$ cat config.mk
export PLATFORM = sky130hd
export DESIGN_NAME = lockpick_host
export DESIGN_NICKNAME = d
export VERILOG_FILES = /design/src/rtl/lockpick_host.sv
export SDC_FILE = /design/constraint.sdc
export NUM_CORES = 2
export LEC_CHECK = 0
export CAP_MARGIN = 5
export CORE_AREA = 5 5 304 306
export DETAILED_ROUTE_END_ITERATION = 16
export DIE_AREA = 0 0 309 311
export PLACE_DENSITY = 0.65
export SLEW_MARGIN = 20
export SYNTH_ARGS = -nofsm -noshare
export SYNTH_HDL_FRONTEND = slang
export SYNTH_SLANG_ARGS = --single-unit
$ cat constraint.sdc
create_clock -name clk -period 3.4 [get_ports clk]
set_input_delay 0.51 -clock clk [delete_from_list [all_inputs] [get_ports clk]]
set_output_delay 0.51 -clock clk [all_outputs]
set_load 0.1 [all_outputs]
$ cat src/rtl/lockpick_host.sv
// lockpick_host: player-side driver for the lockpick game core. Streams two 32-byte keys out and captures the 32-byte result.
// Optional result-vs-status pattern check is built when LOCKPICK_HOST_MSG_CHECK_EN is defined.
module lockpick_host #(
  parameter int unsigned GAP_CYCLES   = 0,
  parameter int unsigned RESP_TIMEOUT = 64
) (
  input  logic         clk,
  input  logic         rst,
  input  logic         req_valid,
  output logic         req_ready,
  input  logic [255:0] req_key_a,
  input  logic [255:0] req_key_b,
  output logic         game_start,
  output logic         game_input_enable,
  output logic [7:0]   game_input_data,
  input  logic         game_output_valid,
  input  logic [7:0]   game_output_data,
  input  logic [1:0]   game_status,
  output logic         resp_valid,
  input  logic         resp_ready,
  output logic [1:0]   resp_code,
  output logic         resp_timeout,
  output logic [255:0] resp_msg,
  output logic         resp_mismatch
);

  localparam int unsigned TW = $clog2(RESP_TIMEOUT + 1);
  // Firing two counts early makes DONE visible exactly RESP_TIMEOUT cycles after the last key byte.
  localparam logic [TW-1:0] TO_FIRE = TW'((RESP_TIMEOUT > 1) ? RESP_TIMEOUT - 2 : 0);
  localparam logic [3:0]    GAP     = 4'(GAP_CYCLES);

  typedef enum logic [2:0] {IDLE, START, SEND_A, SEND_B, WAIT_RESP, CAPTURE, DONE} state_t;
  state_t state, state_nxt;

  logic [255:0]  key_a, key_b, cur_key, msg_q;
  logic          armed, to_q;
  logic [1:0]    code_q;
  logic [4:0]    bidx;
  logic [3:0]    gcnt;
  logic [TW-1:0] tcnt;
  logic          sending, in_gap, adv, last_b, accept;

  assign sending = (state == SEND_A) || (state == SEND_B);
  assign in_gap  = (gcnt != 4'd0);
  // Byte index moves on at the end of the gap (or straight away with no gap).
  assign adv     = (GAP == 4'd0) ? 1'b1 : (gcnt == 4'd1);
  assign last_b  = (state == SEND_B) && (bidx == 5'd31) && !in_gap;
  assign accept  = req_valid && req_ready;
  assign cur_key = (state == SEND_B) ? key_b : key_a;

  assign req_ready         = (state == IDLE) && !resp_valid;
  assign game_start        = (state == START);
  assign game_input_enable = sending && !in_gap;
  assign game_input_data   = sending ? cur_key[{bidx, 3'b000} +: 8] : 8'h00;
  assign resp_valid        = (state == DONE);
  assign resp_code         = code_q;
  assign resp_timeout      = to_q;
  assign resp_msg          = msg_q;

  always_ff @(posedge clk) begin
    if (rst) state <= IDLE;
    else     state <= state_nxt;
  end

  always_comb begin
    state_nxt = state;
    case (state)
      IDLE:      if (accept) state_nxt = armed ? SEND_A : START;
      START:     state_nxt = SEND_A;
      SEND_A:    if ((bidx == 5'd31) && adv) state_nxt = SEND_B;
      SEND_B:    if (last_b) state_nxt = WAIT_RESP;
      WAIT_RESP: if (game_output_valid)    state_nxt = CAPTURE;
                 else if (tcnt == TO_FIRE) state_nxt = DONE;
      CAPTURE:   if (game_output_valid && (bidx == 5'd31)) state_nxt = DONE;
      DONE:      if (resp_ready) state_nxt = IDLE;
      default:   state_nxt = IDLE;
    endcase
  end

  always_ff @(posedge clk) begin
    if (rst) begin
      key_a  <= '0;
      key_b  <= '0;
      armed  <= 1'b0;
      bidx   <= '0;
      gcnt   <= '0;
      tcnt   <= '0;
      code_q <= '0;
      to_q   <= 1'b0;
      msg_q  <= '0;
    end else begin
      case (state)
        IDLE: if (accept) begin
          key_a  <= req_key_a;
          key_b  <= req_key_b;
          bidx   <= '0;
          gcnt   <= '0;
          code_q <= '0;
          to_q   <= 1'b0;
          msg_q  <= '0;
        end
        SEND_A, SEND_B: begin
          tcnt <= '0;
          if (in_gap)      gcnt <= gcnt - 4'd1;
          else if (!last_b) gcnt <= GAP;
          if (adv) bidx <= bidx + 5'd1;
        end
        WAIT_RESP: begin
          tcnt <= tcnt + 1'b1;
          if (game_output_valid) begin
            code_q      <= game_status;
            msg_q[7:0]  <= game_output_data;
            bidx        <= 5'd1;
          end else if (tcnt == TO_FIRE) begin
            to_q  <= 1'b1;
            armed <= 1'b0;
          end
        end
        CAPTURE: if (game_output_valid) begin
          msg_q[{bidx, 3'b000} +: 8] <= game_output_data;
          bidx <= bidx + 5'd1;
          // After an error the game waits directly for a new key A, so skip the next start pulse.
          if (bidx == 5'd31) begin
            if (code_q == 2'b01) armed <= 1'b1;
            else if (code_q[1])  armed <= 1'b0;
          end
        end
        default: ;
      endcase
    end
  end

`ifdef LOCKPICK_HOST_MSG_CHECK_EN
  logic [255:0] pattern;
  always_comb begin
    pattern = '0;
    case (code_q)
      2'b10:   pattern = {16{16'hFACE}};
      2'b01:   pattern = {16{16'hBAD0}};
      2'b11:   pattern = {16{16'hDEAD}};
      default: pattern = '0;
    endcase
  end
  // An idle status with a full capture has no valid pattern, so it always flags.
  assign resp_mismatch = (state == DONE) && !to_q && ((code_q == 2'b00) || (msg_q != pattern));
`else
  assign resp_mismatch = 1'b0;
`endif

endmodule

==> impl_metrics.json <==
{
  "peakVddDrop_uv": 459,
  "clkLatencyLatePin_ns": 0.65,
  "regArea_um2": 15900,
  "synth_nets": 4549,
  "netlist_instances": 4012,
  "synth_seq_area_share_pct": 47.6,
  "synth_area_um2": 33300,
  "fin_area_um2": 47000,
  "relSlewSlack_pct": 28.9,
  "r2r_end": "resp_msg[107]",
  "grt_max_degree": 180,
  "die-area_um2": 96100,
  "hold_path.class": "primary input to register",
  "die_w_um": 309,
  "maxSlewViolCount": 0,
  "total_power_mw": 30.4,
  "grtUsageTotal_pct": 28.1,
  "crit_type": "register to output pin",
  "setup_viol": 8,
  "synth_top_area_cell": "dfxtp_1",
  "m1WireLength_um": 56100,
  "nFillCells": 8342,
  "multi_input_area_um2": 16300,
  "rows": 110,
  "power_frac_comb_pct": 31.1,
  "fmax_ghz": 0.271,
  "layout-drive-gt1-share_pct": 14.3,
  "ant_nets": 0,
  "placed_cell_area_um2": 42900,
  "highest-signal-layer": "met5",
  "p_int_mw": 19.9,
  "num_vias": 32800,
  "min_to": "key_b[245]",
  "dr_wl_met3_um": 10900,
  "avgRoutedWirePerCell_um": 23.6,
  "portBuffers": 797,
  "drt_wl_total_um": 143000,
  "fin_crit_ns": 3.69,
  "synth_common_cells": "nand2_1 (1,178), dfxtp_1 (791), a21oi_1 (663)",
  "cts_max_path_buffers": 3,
  "grt_pass1_vias": 31500,
  "min_period_over_period_pct": 109,
  "ys_warn_count": 0,
  "p_sw_mw": 10.5,
  "first_pass_iters": 6,
  "synth_ff_type": "dfxtp_1",
  "worst_pin_slew_ns": 1.06,
  "post-place-ws_ns": 0.00693,
  "power_frac_seq_pct": 36.4,
  "synth_edf_count": 0,
  "fin_skew_ns": 0.0337,
  "ys_seq_elements": 791,
  "met2_length_um": 70200,
  "yosys.cell_count.top_type": "nand2_1",
  "drt_iter0_drc": 3214,
  "cts_sinks": 791,
  "grt_pass1_wl_um": 206000,
  "rsz0062_at_grt": "yes",
  "hold_viol_final": 0,
  "rr_worst_depth": 10,
  "critPathCaptureType": "output pin",
  "min_path_cells": 3,
  "overflow": 0,
  "crit_arrival_ns": 3.18,
  "p_per_area_nw_per_um2": 647,
  "synth_area_per_cell_um2": 8.29,
  "switching_share_pct": 34.6,
  "die_h_um": 311,
  "cts_root_buf": "clkbuf_16",
  "viasPerCell": 5.43,
  "ios": 799,
  "coreArea_um2": 89300,
  "worst-r2r-setup-slack_ns": 0.21,
  "start_util_pct": 37.2,
  "clk_pin_slew_worst_paths_ns": 0.06,
  "cts_tree": "done",
  "dp_hpwl_um": 107000,
  "cts_hold_buf": 0,
  "status": "complete, but fails checks",
  "nets": 5327,
  "antenna_found_initial": 10,
  "cap_viol_max_count": 0,
  "synth.area.top_cells": "dfxtp_1 (48%), nand2_1 (13%), a21oi_1 (10%), mux4_2 (7.8%), nand3_1 (2.9%)",
  "synth_top_area_share_pct": 47.6,
  "p_leak_nw": 17.0,
  "ys_async_sr_fraction_pct": 0,
  "violations": "negative setup slack",
  "area_growth_pct": 41.3,
  "cts_max_level": 3,
  "required_ns": 2.89,
  "drc": 0,
  "synth_cell_types": 85,
  "place_congestion": 0.895,
  "clockPowerShare_pct": 32.4,
  "worstReg2RegStart": "bidx[0]",
  "worstSetupStartpointType": "register",
  "min-delay-start": "req_key_b[245]",
  "setup_slack_ns": -0.292,
  "cts_made_buffers": 86,
  "worstPathMaxFanout": 8
}
[cells by family after synthesis]
family	synth area share, %
compound gates	15.7
xor+xnor	0.263
fa+ha+maj	0.376
buf+inv	4.47
flops	47.6
mux	8.62
other cells	0.0113
simple gates	22.9
[through the flow]
step / utilization, % / setup TNS [ns] / instances / hold slack [ns]
after floorplan: - / -0.404 / 4012 / 0.432
after global placement: 48.0 / 0 / 5820 / 0.439
after detailed placement: 48.0 / 0 / 5820 / 0.444
after CTS: 52.2 / -2.06 / 6010 / 0.344
after global routing: 52.6 / -2.30 / 6039 / 0.360
final: 52.6 / -1.74 / 6041 / 0.381
[sequential cells by signal, summed over array words and instances, names as in the netlist]
| signal | cells |
|---|---|
| key_b | 256 |
| resp_msg | 256 |
| gcnt | 4 |
| tcnt | 7 |
| resp_code | 2 |
| state | 3 |
| resp_timeout | 1 |
| key_a | 256 |
| bidx | 5 |
| armed | 1 |
[how the worst max path moves through the flow]
stage	from	to	slack, ns	depth (start not counted)
floorplan	bidx[0]	game_input_data[6]	-0.40	7
global placement	bidx[0]	game_input_data[4]	0.02	7
detailed placement	state[2]	game_input_data[4]	0.007	9
CTS	state[2]	game_input_data[5]	-0.34	10
global route	bidx[0]	game_input_data[7]	-0.35	12
finish	state[2]	game_input_data[6]	-0.29	9
[per-layer routing]
metal  up-vias  GRT usage [%]
li1      15300              -
met1     15900           35.0
met2      1365           48.6
met3       232           5.36
met4         4           9.86
met5         -              0
[repair_timing]
item | 4_1_cts | 5_1_grt
hold endpoints to repair | 0 | 0
buffers inserted | 27 | 27
cloned | 7 | 2
setup endpoints to repair | 8 | 14
resized for setup | 67 | 33
pin swaps | 15 | 18
[critical path, stage by stage (launching register included)]
cell and delay, ns:
dfxtp_4 0.36, and3b_4 0.34, buf_6 0.16, buf_12 0.14, buf_4 0.13, mux4_2 0.33, mux4_2 0.52, nor2_2 0.14
o41ai_2 0.08, bufbuf_16 0.32
[power groups by stage]
stage	Combinational, mW	Clock [mW]	Sequential [mW]
global placement	8.67	0	11.3
global route	10.2	10.4	11.2
detailed placement	8.72	0	11.3
floorplan	5.48	0	11.0
CTS	9.19	10.0	11.1
finish	9.47	9.86	11.1
[layout by cell type (no fill, tap or decap), types with 24 or more instances in the layout]
| cell | Yosys | final |
|---|---|---|
| a22oi_1 | 68 | 64 |
| clkbuf_16 | 0 | 88 |
| and3_1 | 58 | 58 |
| a21oi_1 | 663 | 662 |
| or2_2 | 48 | 49 |
| a31oi_1 | 32 | 30 |
| buf_12 | 0 | 42 |
| o21a_1 | 37 | 37 |
| nand2_1 | 1178 | 1174 |
| nand3_1 | 192 | 190 |
| clkdlybuf4s50_1 | 0 | 715 |
| nor3_1 | 29 | 24 |
| dfxtp_1 | 791 | 784 |
| mux4_2 | 115 | 115 |
| mux2i_1 | 25 | 24 |
| buf_4 | 13 | 232 |
| nor2_1 | 214 | 203 |
[area by class of cell]
| class | count | area share [%] |
|---|---|---|
| timing repair buffer | 1018 | 21.9 |
| clock buffer | 122 | 5.27 |
| sequential | 791 | 33.7 |
| clock inverter | 35 | 1.15 |
| multi-input combinational | 2881 | 34.7 |
| tap | 1176 | 3.13 |
| antenna | 6 | 0.0319 |
| inverter | 12 | 0.0958 |
Note: power is estimated with default switching activity, not from simulation.
